$ cat config.mk
export PLATFORM = sky130hd
export DESIGN_NAME = alu_byte_seq
export DESIGN_NICKNAME = d
export VERILOG_FILES = /design/src/rtl/alu_byte_seq_pkg.sv /design/src/rtl/alu_byte_shreg.sv /design/src/rtl/alu_byte_seq.sv
export SDC_FILE = /design/constraint.sdc
export NUM_CORES = 1
export LEC_CHECK = 0
export CORE_MARGIN = 5
export CORE_UTILIZATION = 48
export CTS_BUF_LIST = sky130_fd_sc_hd__clkbuf_8 sky130_fd_sc_hd__clkbuf_16
export CTS_CLUSTER_DIAMETER = 120
export CTS_CLUSTER_SIZE = 30
export DETAILED_ROUTE_END_ITERATION = 7
export GPL_ROUTABILITY_DRIVEN = 0
export GPL_TIMING_DRIVEN = 0
export PLACE_DENSITY = 0.84
export SETUP_SLACK_MARGIN = 0.5
export SYNTH_ARGS = -nofsm -noshare
export SYNTH_HDL_FRONTEND = slang
export SYNTH_HIERARCHICAL = 1
export SYNTH_SLANG_ARGS = --single-unit
$ cat constraint.sdc
create_clock -name clk -period 2.32 [get_ports clk]
set_input_delay 0.58 -clock clk [delete_from_list [all_inputs] [get_ports clk]]
set_output_delay 0.58 -clock clk [all_outputs]
set_load 0.02 [all_outputs]
$ cat src/rtl/alu_byte_seq_pkg.sv
// Shared types and constants for the byte-serial ALU sequencer.
package alu_byte_seq_pkg;

  typedef enum logic [1:0] {
    IDLE = 2'd0,
    RUN  = 2'd1,
    DONE = 2'd2
  } state_e;

  localparam int NBYTES_DEFAULT = 4;

endpackage

$ cat src/rtl/alu_byte_shreg.sv
// Operand/result byte shift register: presents byte i of A/B and assembles the
// result by shifting each new ALU byte in at the top.
module alu_byte_shreg
  import alu_byte_seq_pkg::*;
#(
  parameter int NBYTES = NBYTES_DEFAULT
) (
  input  logic                  clk,
  input  logic                  rst,
  input  logic                  load,
  input  logic                  shift,
  input  logic [8*NBYTES-1:0]   a_in,
  input  logic [8*NBYTES-1:0]   b_in,
  input  logic [7:0]            f_in,
  output logic [7:0]            a_byte,
  output logic [7:0]            b_byte,
  output logic [8*NBYTES-1:0]   res,
  output logic [8*NBYTES-1:0]   res_nxt
);

  localparam int W = 8 * NBYTES;

  logic [W-1:0] a_q, a_d;
  logic [W-1:0] b_q, b_d;
  logic [W-1:0] res_q, res_d;

  always_comb begin
    a_d     = a_q;
    b_d     = b_q;
    res_nxt = {f_in, res_q[W-1:8]};
    res_d   = res_q;
    if (load) begin
      a_d = a_in;
      b_d = b_in;
    end else if (shift) begin
      a_d   = {8'h00, a_q[W-1:8]};
      b_d   = {8'h00, b_q[W-1:8]};
      res_d = res_nxt;
    end
  end

  always_ff @(posedge clk) begin
    if (rst) begin
      a_q   <= '0;
      b_q   <= '0;
      res_q <= '0;
    end else begin
      a_q   <= a_d;
      b_q   <= b_d;
      res_q <= res_d;
    end
  end

  assign a_byte = a_q[7:0];
  assign b_byte = b_q[7:0];
  assign res    = res_q;

endmodule

$ cat src/rtl/alu_byte_seq.sv
// Sequences an external 8-bit ALU over NBYTES operand bytes, LSB first,
// chaining the carry between bytes and returning the assembled result.
module alu_byte_seq
  import alu_byte_seq_pkg::*;
#(
  parameter int NBYTES = NBYTES_DEFAULT
) (
  input  logic                  clk,
  input  logic                  rst,
  input  logic                  req_valid,
  output logic                  req_ready,
  input  logic                  req_mode,
  input  logic [3:0]            req_sel,
  input  logic [8*NBYTES-1:0]   req_a,
  input  logic [8*NBYTES-1:0]   req_b,
  input  logic                  req_cin,
  output logic                  alu_mode,
  output logic [3:0]            alu_sel,
  output logic [7:0]            alu_a,
  output logic [7:0]            alu_b,
  output logic                  alu_cin,
  input  logic [7:0]            alu_f,
  input  logic                  alu_cout,
  output logic                  rsp_valid,
  input  logic                  rsp_ready,
  output logic [8*NBYTES-1:0]   rsp_f,
  output logic                  rsp_cout,
  output logic                  rsp_zero
);

  localparam int IW = (NBYTES > 1) ? $clog2(NBYTES) : 1;
  localparam logic [IW-1:0] LAST_IDX = IW'(NBYTES - 1);

  state_e         state_q, state_d;
  logic [IW-1:0]  idx_q, idx_d;
  logic           carry_q, carry_d;
  logic           mode_q, mode_d;
  logic [3:0]     sel_q, sel_d;
  logic           cin_q, cin_d;
  logic           zero_q, zero_d;
  logic           load, shift;
  logic [7:0]     a_byte, b_byte;
  logic [8*NBYTES-1:0] res_nxt;

  alu_byte_shreg #(.NBYTES(NBYTES)) u_shreg (
    .clk     (clk),
    .rst     (rst),
    .load    (load),
    .shift   (shift),
    .a_in    (req_a),
    .b_in    (req_b),
    .f_in    (alu_f),
    .a_byte  (a_byte),
    .b_byte  (b_byte),
    .res     (rsp_f),
    .res_nxt (res_nxt)
  );

  always_comb begin
    state_d = state_q;
    idx_d   = idx_q;
    carry_d = carry_q;
    mode_d  = mode_q;
    sel_d   = sel_q;
    cin_d   = cin_q;
    zero_d  = zero_q;
    load    = 1'b0;
    shift   = 1'b0;
    case (state_q)
      IDLE: begin
        if (req_valid) begin
          load    = 1'b1;
          mode_d  = req_mode;
          sel_d   = req_sel;
          cin_d   = req_cin;
          idx_d   = '0;
          state_d = RUN;
        end
      end
      RUN: begin
        shift   = 1'b1;
        carry_d = alu_cout;
        idx_d   = idx_q + 1'b1;
        if (idx_q == LAST_IDX) begin
          // res_nxt is the full result once the final byte lands
          zero_d  = ~|res_nxt;
          idx_d   = '0;
          state_d = DONE;
        end
      end
      DONE: begin
        if (rsp_ready) state_d = IDLE;
      end
      default: state_d = IDLE;
    endcase
  end

  always_ff @(posedge clk) begin
    if (rst) begin
      state_q <= IDLE;
      idx_q   <= '0;
      carry_q <= 1'b0;
      mode_q  <= 1'b0;
      sel_q   <= 4'h0;
      cin_q   <= 1'b0;
      zero_q  <= 1'b0;
    end else begin
      state_q <= state_d;
      idx_q   <= idx_d;
      carry_q <= carry_d;
      mode_q  <= mode_d;
      sel_q   <= sel_d;
      cin_q   <= cin_d;
      zero_q  <= zero_d;
    end
  end

  assign req_ready = (state_q == IDLE);
  assign rsp_valid = (state_q == DONE);
  assign rsp_cout  = carry_q;
  assign rsp_zero  = zero_q;

  assign alu_mode  = mode_q;
  assign alu_sel   = sel_q;
  assign alu_a     = (state_q == RUN) ? a_byte : 8'h00;
  assign alu_b     = (state_q == RUN) ? b_byte : 8'h00;
  assign alu_cin   = (state_q == RUN) ? ((idx_q == '0) ? cin_q : carry_q) : 1'b0;

endmodule
==> run_results.csv, run 1 <==
group,metric,value,unit
run_status,outcome,"complete, no violations",
final_layout,area_growth,48.0,%
place,placedInstanceArea,0.00671,mm²
worst_setup_path,path_class,"flop to output pin",
cts,clock_latency,0.37,ns
worst_setup_path,crit_path_max_incr_delay,0.34,ns
synthesis,synthTopCellsByArea,"dfxtp_1 42%, mux2i_1 9.6%, buf_4 7.1%, nand2_1 5.8%, mux2_1 5.1%",
pwr,power_switching_share,0.273,
final_layout,layout-drive-gt1-share,0.313,
synthesis,synth_common_cells,"108 x dfxtp_1, 79 x nand2_1, 69 x nor2_1",
drt,dr.first_iter.drc_count,200,
floorplanning,die_w,113,µm
global_route,antenna_found_initial,0,
pwr,total_power,4.21,mW
timing,drv_slew,0,
synthesis,synth.avg_cell_area,9.16,µm²
cts,clkTransAtPathRegs,0.11,ns
pwr,clockPowerShare,0.289,
cts,clockBufferDepth,2,
synthesis,yosys_warnings,6,
worst_setup_path,cp_slowest_cell,"dfxtp_2",
pwr,p_int,3.06,mW
drt,viasPerCell,5.10,
synthesis,synth.distinct_cells,33,
final_layout,fillers,746,
place,hpwl,10000,µm
final_layout,design_area,0.00756,mm²
timing,finalClockSkew,0.0162,ns
floorplanning,die_area,0.0128,mm²
synthesis,synth_top_cell_by_area,"dfxtp_1",
timing,tightest_slew,0.638,ns
worst_setup_path,cp-start-kind,"flop",
pwr,p_leak,3.34,nW
pwr,peakVddDrop,0.000398,V
floorplanning,die_h,113,µm
drt,num_vias,4466,
worst_setup_path,crit_arrival,1.36,ns
global_route,grt_pass1_wl,22800,µm
synthesis,synth_top_cell_area_share,0.424,
synthesis,syn_nets,642,
synthesis,ys_ff_latch,108,
drt,antenna_left,0,
drt,wl,14700,µm
floorplanning,start_util,0.492,
drt,drc_errors,0,
global_route,grt_pass1_vias,4694,
timing,rsz0062_at_grt,"yes",
worst_setup_path,crit_path_max_fanout,6,
final_layout,diodes,0,
cts,numCtsBuffers,9,
synthesis,syn_area,0.00510,mm²
global_route,grt_max_degree,19,
drt,wl_per_cell,16.7,µm
cts,cts-root-buf,"clkbuf_8",
floorplanning,io_pins,141,
cts,cts_tree,"yes",
worst_setup_path,worstPathRequired,1.74,ns
synthesis,synth_edf_count,0,
pwr,switching_power,1.15,mW
synthesis,syn_inst,557,
global_route,grt.total_usage,0.218,
timing,post-route-period-util,0.837,
pwr,p_comb_frac,0.233,
timing,final_hold_viol_count,0,
job,max-cap-violations,0,
synthesis,ys.flop_type,"dfxtp_1",
worst_setup_path,path_cells,"nand2b_4, inv_8, buf_8, and2_4, buf_6",
min_path,hold_path.class,"flop to flop",
timing,timing.fmax,515,MHz
timing,period_needed,1.94,ns
pwr,p_seq_frac,0.478,
synthesis,synth.most_common_cell,"dfxtp_1",
synthesis,async_flop_share,0,
synthesis,ys_seq_area_frac,0.424,
worst_setup_path,end_kind,"output pin",
timing,final-setup-viol-count,0,
place,io_buffers,140,
floorplanning,fp-row-count,37,
drt,dr.pass1.iters,4,
global_route,overflow,0,
timing,fin_tns_setup,0,ns
final_layout,layout.nets,819,
cts,clock_sinks,108,
cts,htreeDepth,3,
timing,maxSlewHeadroom,0.575,
pwr,power_density,557,mW/mm²
floorplanning,coreArea,0.0104,mm²
## worst max-delay path: cells and delay by family, from the launching register on
family,cells,cell delay [ns]
buffers and inverters,3,0.34
AND/OR/NAND/NOR,2,0.32
flip-flops,1,0.34
## cells by family (layout without fill, tap and decap cells)
| kind of cell | Yosys count | after routing | synth area share |
|---|---|---|---|
| fa+ha+maj | 2 | 2 | 0.00490 |
| simple gates | 201 | 201 | 0.179 |
| compound gates | 60 | 60 | 0.0645 |
| flops | 108 | 108 | 0.424 |
| mux | 97 | 97 | 0.209 |
| buf+inv | 89 | 271 | 0.119 |
## registers in the layout (all words and copies together), names as in the netlist
name         flops
u_shreg/a_q     32
u_shreg/b_q     32
u_shreg/res     32
alu_sel          4
idx_q            2
state_q          2
alu_mode         1
cin_q            1
rsp_cout         1
rsp_zero         1
## cell usage in the layout (no fill, tap or decap), drive strengths merged, types with 2 or more instances in the layout
cell type / instances
nor2: 69
nor2b: 2
mux2i: 49
ha: 2
nand2: 80
dfxtp: 108
clkdlybuf4s50: 81
nand2b: 3
dlygate4sd2: 40
nor4: 7
clkbuf: 21
nor3b: 16
inv: 7
mux2: 48
clkinv: 2
buf: 118
nand3b: 2
and2: 16
a21oi: 57
## metal layers
metal / vias up / share of wire / global-route usage
met4: 0 / 0.012 / 0.0681
met5: - / 0 / 0
met1: 2146 / 0.41 / 0.262
li1: 2165 / - / -
met3: 18 / 0.059 / 0.0460
met2: 137 / 0.52 / 0.389
## path summary, 6_finish.rpt
check                              startpoint                          end  slack [ns]  depth (start not counted)
setup / recovery      state_q[1]$_SDFFE_PP0P_                     alu_b[3]        0.38                          5
hold / removal    u_shreg/res[5]$_SDFFE_PP0P_  u_shreg/res[5]$_SDFFE_PP0P_        0.46                          2
setup reg to reg      state_q[1]$_SDFFE_PP0P_  u_shreg/a_q[5]$_SDFFE_PP0P_        0.51                          9
hold reg to reg   u_shreg/res[5]$_SDFFE_PP0P_  u_shreg/res[5]$_SDFFE_PP0P_        0.46                          2
## stage by stage
| step | setup WS (ns) | instances | util | hold WS [ns] |
|---|---|---|---|---|
| floorplan | 0.495 | 557 | - | 0.448 |
| global placement | -0.283 | 833 | 0.647 | 0.445 |
| detailed placement | -0.274 | 833 | 0.647 | 0.448 |
| CTS | 0.341 | 869 | 0.702 | 0.461 |
| global route | 0.318 | 875 | 0.729 | 0.486 |
| finish | 0.377 | 875 | 0.729 | 0.464 |
## power by group through the flow
stage	clock network, mW	logic (mW)	registers [mW]
floorplan	0	0.479	2.05
detailed placement	0	0.790	2.05
finish	1.22	0.982	2.01
global route	1.32	1.05	2.03
CTS	1.23	0.908	2.01
global placement	0	0.769	2.05
## repair_timing
action	in CTS	in global routing
pin swaps	18	22
hold endpoints to repair	0	0
hold buffers	0	0
cloned	4	5
setup endpoints to repair	154	102
setup buffers	16	1
gates resized for setup	204	62
## final cells by class
type                            count  area, µm²  share of cell area
Clock inverter                      6       71.3             0.00944
Sequential cell                   108       2170               0.287
Timing Repair Buffer              166       1730               0.230
Inverter                            4       35.0             0.00464
Clock buffer                       10        138              0.0182
Tap cell                          136        170              0.0225
Buffer                             85        726              0.0960
Multi-Input combinational cell    360       2510               0.333
Note: power is estimated with default switching activity, not from simulation.
==> run 2: changes to the inputs <==
==> constraint.sdc (replaced) <==
create_clock -name clk -period 1.8 [get_ports clk]
set_input_delay 0.45 -clock clk [delete_from_list [all_inputs] [get_ports clk]]
set_output_delay 0.45 -clock clk [all_outputs]
set_load 0.02 [all_outputs]
==> run 2 against run 1 <==
Compared with the run above: sequential share of layout area shrank 3.7 points; routed wire length grew 41%; total power grew 38%; largest cell class is now non-clock buffers; register-to-register slack lost 0.73 ns; sequential power grew 29%; via count grew 14%; utilization grew 14 points; combinational power grew 75%; critical endpoint is now u_shreg/res[2]$_SDFFE_PP0P_; cell area grew 19%; the run now ends with setup timing left; sequential cell count is the same.
==> run_results.csv, run 2 (synthesized netlist as in run 1, its figures left out) <==
group,metric,value,unit
floorplanning,die_w,113,µm
floorplanning,io_pins,141,
cts,numCtsBuffers,9,
run_status,outcome,"finished, violations left",
global_route,grt_max_degree,20,
final_layout,design_area,0.00899,mm²
drt,num_vias,5103,
floorplanning,die_h,113,µm
timing,period_needed,2.02,ns
cts,cts-root-buf,"clkbuf_8",
timing,tightest_slew,0.799,ns
final_layout,final_common_cell,"buf_4",
drt,drc_errors,0,
drt,dr.first_iter.drc_count,333,
timing,drv_slew,0,
worst_setup_path,crit_arrival,2.31,ns
job,max-cap-violations,0,
place,dp_cells,833,
floorplanning,die_area,0.0128,mm²
pwr,power_density,647,mW/mm²
timing,fin_ws,-0.217,ns
drt,wl,20600,µm
global_route,grt_pass1_wl,26500,µm
pwr,peakVddDrop,0.000493,V
cts,htreeDepth,3,
global_route,grt_pass1_vias,5156,
floorplanning,fp-row-count,37,
drt,dr.pass1.iters,5,
worst_setup_path,reg2reg_slack,-0.22,ns
worst_setup_path,end_kind,"flop",
drt,antenna_left,0,
final_layout,diodes,0,
final_layout,final_cell_count_no_fill,925,
global_route,grt.total_usage,0.259,
worst_setup_path,crit_path_max_fanout,8,
timing,maxSlewHeadroom,0.468,
final_layout,layout-drive-gt1-share,0.584,
cts,clock_latency,0.39,ns
timing,timing.fmax,496,MHz
min_path,hold_path.class,"flop to flop",
cts,cts_hold_buf,0,
worst_setup_path,cp-start-kind,"flop",
timing,post-route-period-util,1.12,
floorplanning,start_util,0.492,
floorplanning,coreArea,0.0104,mm²
final_layout,layout_common_cells,"90 x buf_4, 79 x buf_6, 73 x clkdlybuf4s50_1, 68 x nor2_1, 65 x dfxtp_1",
pwr,p_leak,3.87,nW
place,hpwl,9840,µm
final_layout,area_growth,76.1,%
run_status,violations,"setup timing",
final_layout,fillers,465,
global_route,overflow,0,
worst_setup_path,worstPathRequired,2.09,ns
timing,rsz0062_at_grt,"yes",
worst_setup_path,path_class,"flop to flop",
timing,finalClockSkew,0.0134,ns
drt,viasPerCell,5.52,
cts,cts_tree,"yes",
timing,final-setup-viol-count,86,
cts,clkTransAtPathRegs,0.11,ns
drt,wl_per_cell,22.3,µm
global_route,antenna_found_initial,0,
timing,final_hold_viol_count,0,
final_layout,layout.nets,869,
place,io_buffers,140,
cts,clock_sinks,108,
cts,clockBufferDepth,2,
place,placedInstanceArea,0.00680,mm²
## run 2: changes by cell type in the layout (fill, tap and decap cells not counted), sizes merged
cell	before	now
clkinvlp	0	2
buf	118	207
dlygate4sd2	40	9
bufinv	1	0
clkbuf	21	22
clkdlybuf4s50	81	73
bufbuf	1	0
clkinv	2	1
## run 2: path summary, 6_finish.rpt
kind                          startpoint                           to  depth (start not counted)
min          u_shreg/res[6]$_SDFFE_PP0P_  u_shreg/res[6]$_SDFFE_PP0P_                          2
max              state_q[1]$_SDFFE_PP0P_  u_shreg/res[2]$_SDFFE_PP0P_                          9
max reg2reg      state_q[1]$_SDFFE_PP0P_  u_shreg/res[2]$_SDFFE_PP0P_                          9
min reg2reg  u_shreg/res[6]$_SDFFE_PP0P_  u_shreg/res[6]$_SDFFE_PP0P_                          2
## run 2: timing repair
action                     4_1_cts  5_1_grt
pin swaps                       36       50
setup endpoints to repair      166      164
resized for setup              541      148
hold endpoints to repair         0        0
buffers inserted                41       17
gates cloned                    14        4
## run 2: layout make-up
| class | instances | area [µm²] | area share |
|---|---|---|---|
| clock buffers | 10 | 138 | 0.0153 |
| clock inverters | 6 | 55.1 | 0.00612 |
| repair buffers | 216 | 2390 | 0.266 |
| well taps | 136 | 170 | 0.0189 |
| multi-input cells | 360 | 3160 | 0.352 |
| plain buffers | 85 | 788 | 0.0877 |
| flip-flops and latches | 108 | 2250 | 0.250 |
| inverters | 4 | 35.0 | 0.00390 |
## run 2: report_power, final
group          total (mW)  internal [mW]  leakage, nW  switching, mW
Clock                1.50          0.572       0.0934          0.925
Combinational        1.72          0.984         2.87          0.737
Sequential           2.60           2.50        0.907         0.0944
## run 2: stage by stage
step | hold slack (ns) | util | TNS [ns] | power (mW) | setup slack [ns]
3_5_place_dp | 0.449 | 0.655 | -46.58 | 3.69 | -0.612
5_1_grt | 0.480 | 0.867 | -9.05 | 6.00 | -0.267
2_1_floorplan | 0.448 | - | 0 | 3.29 | 0.154
3_3_place_gp | 0.445 | 0.655 | -45.40 | 3.66 | -0.635
4_1_cts | 0.462 | 0.789 | -0.858 | 5.48 | -0.0882
6_report | 0.471 | 0.867 | -5.81 | 5.82 | -0.217
## run 2: worst max-delay path: stages, from the launching register on
cell and delay, ns:
dfxtp_2 0.35, buf_4 0.14, or3b_4 0.39, buf_8 0.15, clkinv_8 0.06, buf_12 0.11
nand2b_4 0.24, buf_8 0.19, nand2_4 0.08, a21oi_2 0.22
## run 2: layer usage
metal | vias to the layer above | wire length, µm | track usage
li1 | 2262 | - | -
met1 | 2472 | 7680 | 0.293
met2 | 291 | 10700 | 0.477
met3 | 78 | 1420 | 0.0540
met4 | 0 | 849 | 0.0970
met5 | - | 0 | 0
==> run 3: changes to the inputs <==
--- a/config.mk
+++ b/config.mk
@@ -14,7 +14,7 @@
 export GPL_ROUTABILITY_DRIVEN = 0
 export GPL_TIMING_DRIVEN = 0
 export PLACE_DENSITY = 0.84
-export SETUP_SLACK_MARGIN = 0.5
+export SETUP_SLACK_MARGIN = 0.4
 export SYNTH_ARGS = -nofsm -noshare
 export SYNTH_HDL_FRONTEND = slang
 export SYNTH_HIERARCHICAL = 1
==> run 3 against run 2 <==
Compared with the run above: the flow still finishes with violations (setup timing); clock power rose by 11%; cell count down 1.7%; routed wire length down 7.1%; combinational power is essentially flat; via count decreased by 3.5%; utilization decreased by 3.3 points; critical path type unchanged.
==> run_results.csv, run 3 (synthesized netlist as in run 1, its figures left out) <==
group,metric,value,unit
pwr,p_leak,3.69,nW
drt,wl_per_cell,21.1,µm
timing,drv_slew,0,
floorplanning,fp-row-count,37,
cts,clock_latency,0.36,ns
min_path,hold_depth,2,
drt,dr.first_iter.drc_count,294,
final_layout,design_area,0.00865,mm²
final_layout,layout-drive-gt1-share,0.581,
cts,cts-root-buf,"clkbuf_8",
global_route,grt_max_degree,19,
floorplanning,die_w,113,µm
cts,cts_hold_buf,0,
min_path,min_from,"u_shreg/res[0]$_SDFFE_PP0P_",
timing,period_needed,1.84,ns
floorplanning,coreArea,0.0104,mm²
worst_setup_path,r2r-start,"state_q[1]$_SDFFE_PP0P_",
worst_setup_path,crit_arrival,2.09,ns
min_path,hold_path.class,"flop to flop",
worst_setup_path,reg2reg_slack,-0.04,ns
global_route,overflow,0,
final_layout,final_common_cell,"buf_4",
timing,finalClockSkew,0.0130,ns
global_route,antenna_found_initial,0,
place,io_buffers,140,
pwr,p_comb_frac,0.284,
worst_setup_path,path_class,"flop to flop",
final_layout,layout_common_cells,"80 x buf_4, 78 x dfxtp_1, 76 x clkdlybuf4s50_1, 64 x nor2_1, 51 x nand2_2",
timing,post-route-period-util,1.02,
drt,viasPerCell,5.42,
final_layout,layout.nets,854,
timing,final-setup-viol-count,6,
min_path,hold_end,"u_shreg/res[0]$_SDFFE_PP0P_",
cts,cts_tree,"yes",
global_route,grt_pass1_vias,5223,
worst_setup_path,worstPathRequired,2.05,ns
drt,wl,19100,µm
timing,timing.fmax,543,MHz
pwr,clockPowerShare,0.280,
worst_setup_path,cp-start-kind,"flop",
cts,numCtsBuffers,9,
drt,num_vias,4925,
floorplanning,io_pins,141,
global_route,grt_pass1_wl,27400,µm
cts,clockBufferDepth,2,
timing,maxSlewHeadroom,0.503,
floorplanning,start_util,0.492,
run_status,violations,"setup timing",
worst_setup_path,end_kind,"flop",
worst_setup_path,timing.rr.end,"u_shreg/b_q[17]$_SDFFE_PP0P_",
timing,tightest_slew,0.746,ns
pwr,peakVddDrop,0.000695,V
final_layout,diodes,0,
drt,dr.pass1.iters,5,
timing,fin_ws,-0.0401,ns
timing,final_hold_viol_count,0,
cts,clock_sinks,108,
pwr,power_density,692,mW/mm²
drt,drc_errors,0,
pwr,p_seq_frac,0.436,
pwr,total_power,5.98,mW
pwr,p_int,4.29,mW
final_layout,area_growth,69.5,%
job,max-cap-violations,0,
drt,antenna_left,0,
pwr,power_switching_share,0.283,
cts,clkTransAtPathRegs,0.11,ns
timing,rsz0062_at_grt,"yes",
place,hpwl,9920,µm
pwr,switching_power,1.70,mW
place,placedInstanceArea,0.00676,mm²
worst_setup_path,crit_path_max_fanout,7,
cts,htreeDepth,3,
global_route,grt.total_usage,0.269,
run_status,outcome,"finished, violations left",
floorplanning,die_area,0.0128,mm²
floorplanning,die_h,113,µm
worst_setup_path,reg2reg_depth,9,
worst_setup_path,crit_start,"state_q[1]$_SDFFE_PP0P_",
place,place_ws,-0.625,ns
## run 3: timing repair
| action | CTS | global route |
|---|---|---|
| buffers inserted | 33 | 9 |
| resized for setup | 510 | 95 |
| endpoints found under the setup margin | 156 | 142 |
| pin swaps | 79 | 48 |
| cloned | 19 | 0 |
## run 3: per-layer routing
layer	GRT usage	routed length, µm	vias up	part of all wire
li1	-	-	2223	-
met1	0.315	7500	2408	0.39
met2	0.484	9850	239	0.51
met3	0.0519	1140	55	0.060
met4	0.0986	656	0	0.034
met5	0	0	-	0
## run 3: power groups by stage
stage | registers (mW) | clock network (mW) | logic (mW)
floorplan | 2.64 | 0 | 0.634
global placement | 2.64 | 0 | 1.01
detailed placement | 2.65 | 0 | 1.03
CTS | 2.60 | 1.64 | 1.52
global route | 2.62 | 1.79 | 1.78
finish | 2.61 | 1.67 | 1.70
## run 3: cell type report
| cell class | instances | area, µm² |
|---|---|---|
| inverter | 4 | 35.0 |
| clock inverter | 6 | 95.1 |
| timing repair buffer | 201 | 2150 |
| sequential | 108 | 2220 |
| multi-input combinational | 360 | 3030 |
| tap | 136 | 170 |
| fill | 548 | 1720 |
| buffer | 85 | 830 |
| clock buffer | 9 | 124 |
## run 3: worst max path at each step
stage	to	slack, ns	cells after the start
detailed placement	u_shreg/a_q[9]$_SDFFE_PP0P_	-0.62	5
global placement	u_shreg/a_q[8]$_SDFFE_PP0P_	-0.62	5
floorplan	u_shreg/res[10]$_SDFFE_PP0P_	0.15	9
global route	u_shreg/b_q[19]$_SDFFE_PP0P_	-0.09	9
finish	u_shreg/b_q[17]$_SDFFE_PP0P_	-0.04	9
CTS	alu_a[0]	-0.03	5
## run 3: critical path, stage by stage (launching register included)
cell and delay [ns]:
dfxtp_2 0.34, buf_6 0.12, or3b_4 0.36, buf_6 0.14
clkinv_8 0.06, buf_16 0.14, buf_12 0.12, buf_12 0.12
mux2i_1 0.26, nor2_1 0.08
## run 3: per-stage QoR
step                      TNS, ns  instances  hold WS (ns)   util
after CTS                 -0.0396        900         0.471  0.795
after global placement     -46.64        833         0.445  0.651
after detailed placement   -47.38        833         0.457  0.651
after floorplan                 0        557         0.448      -
final                     -0.0902        909         0.470  0.834
after global routing        -2.45        909         0.495  0.834
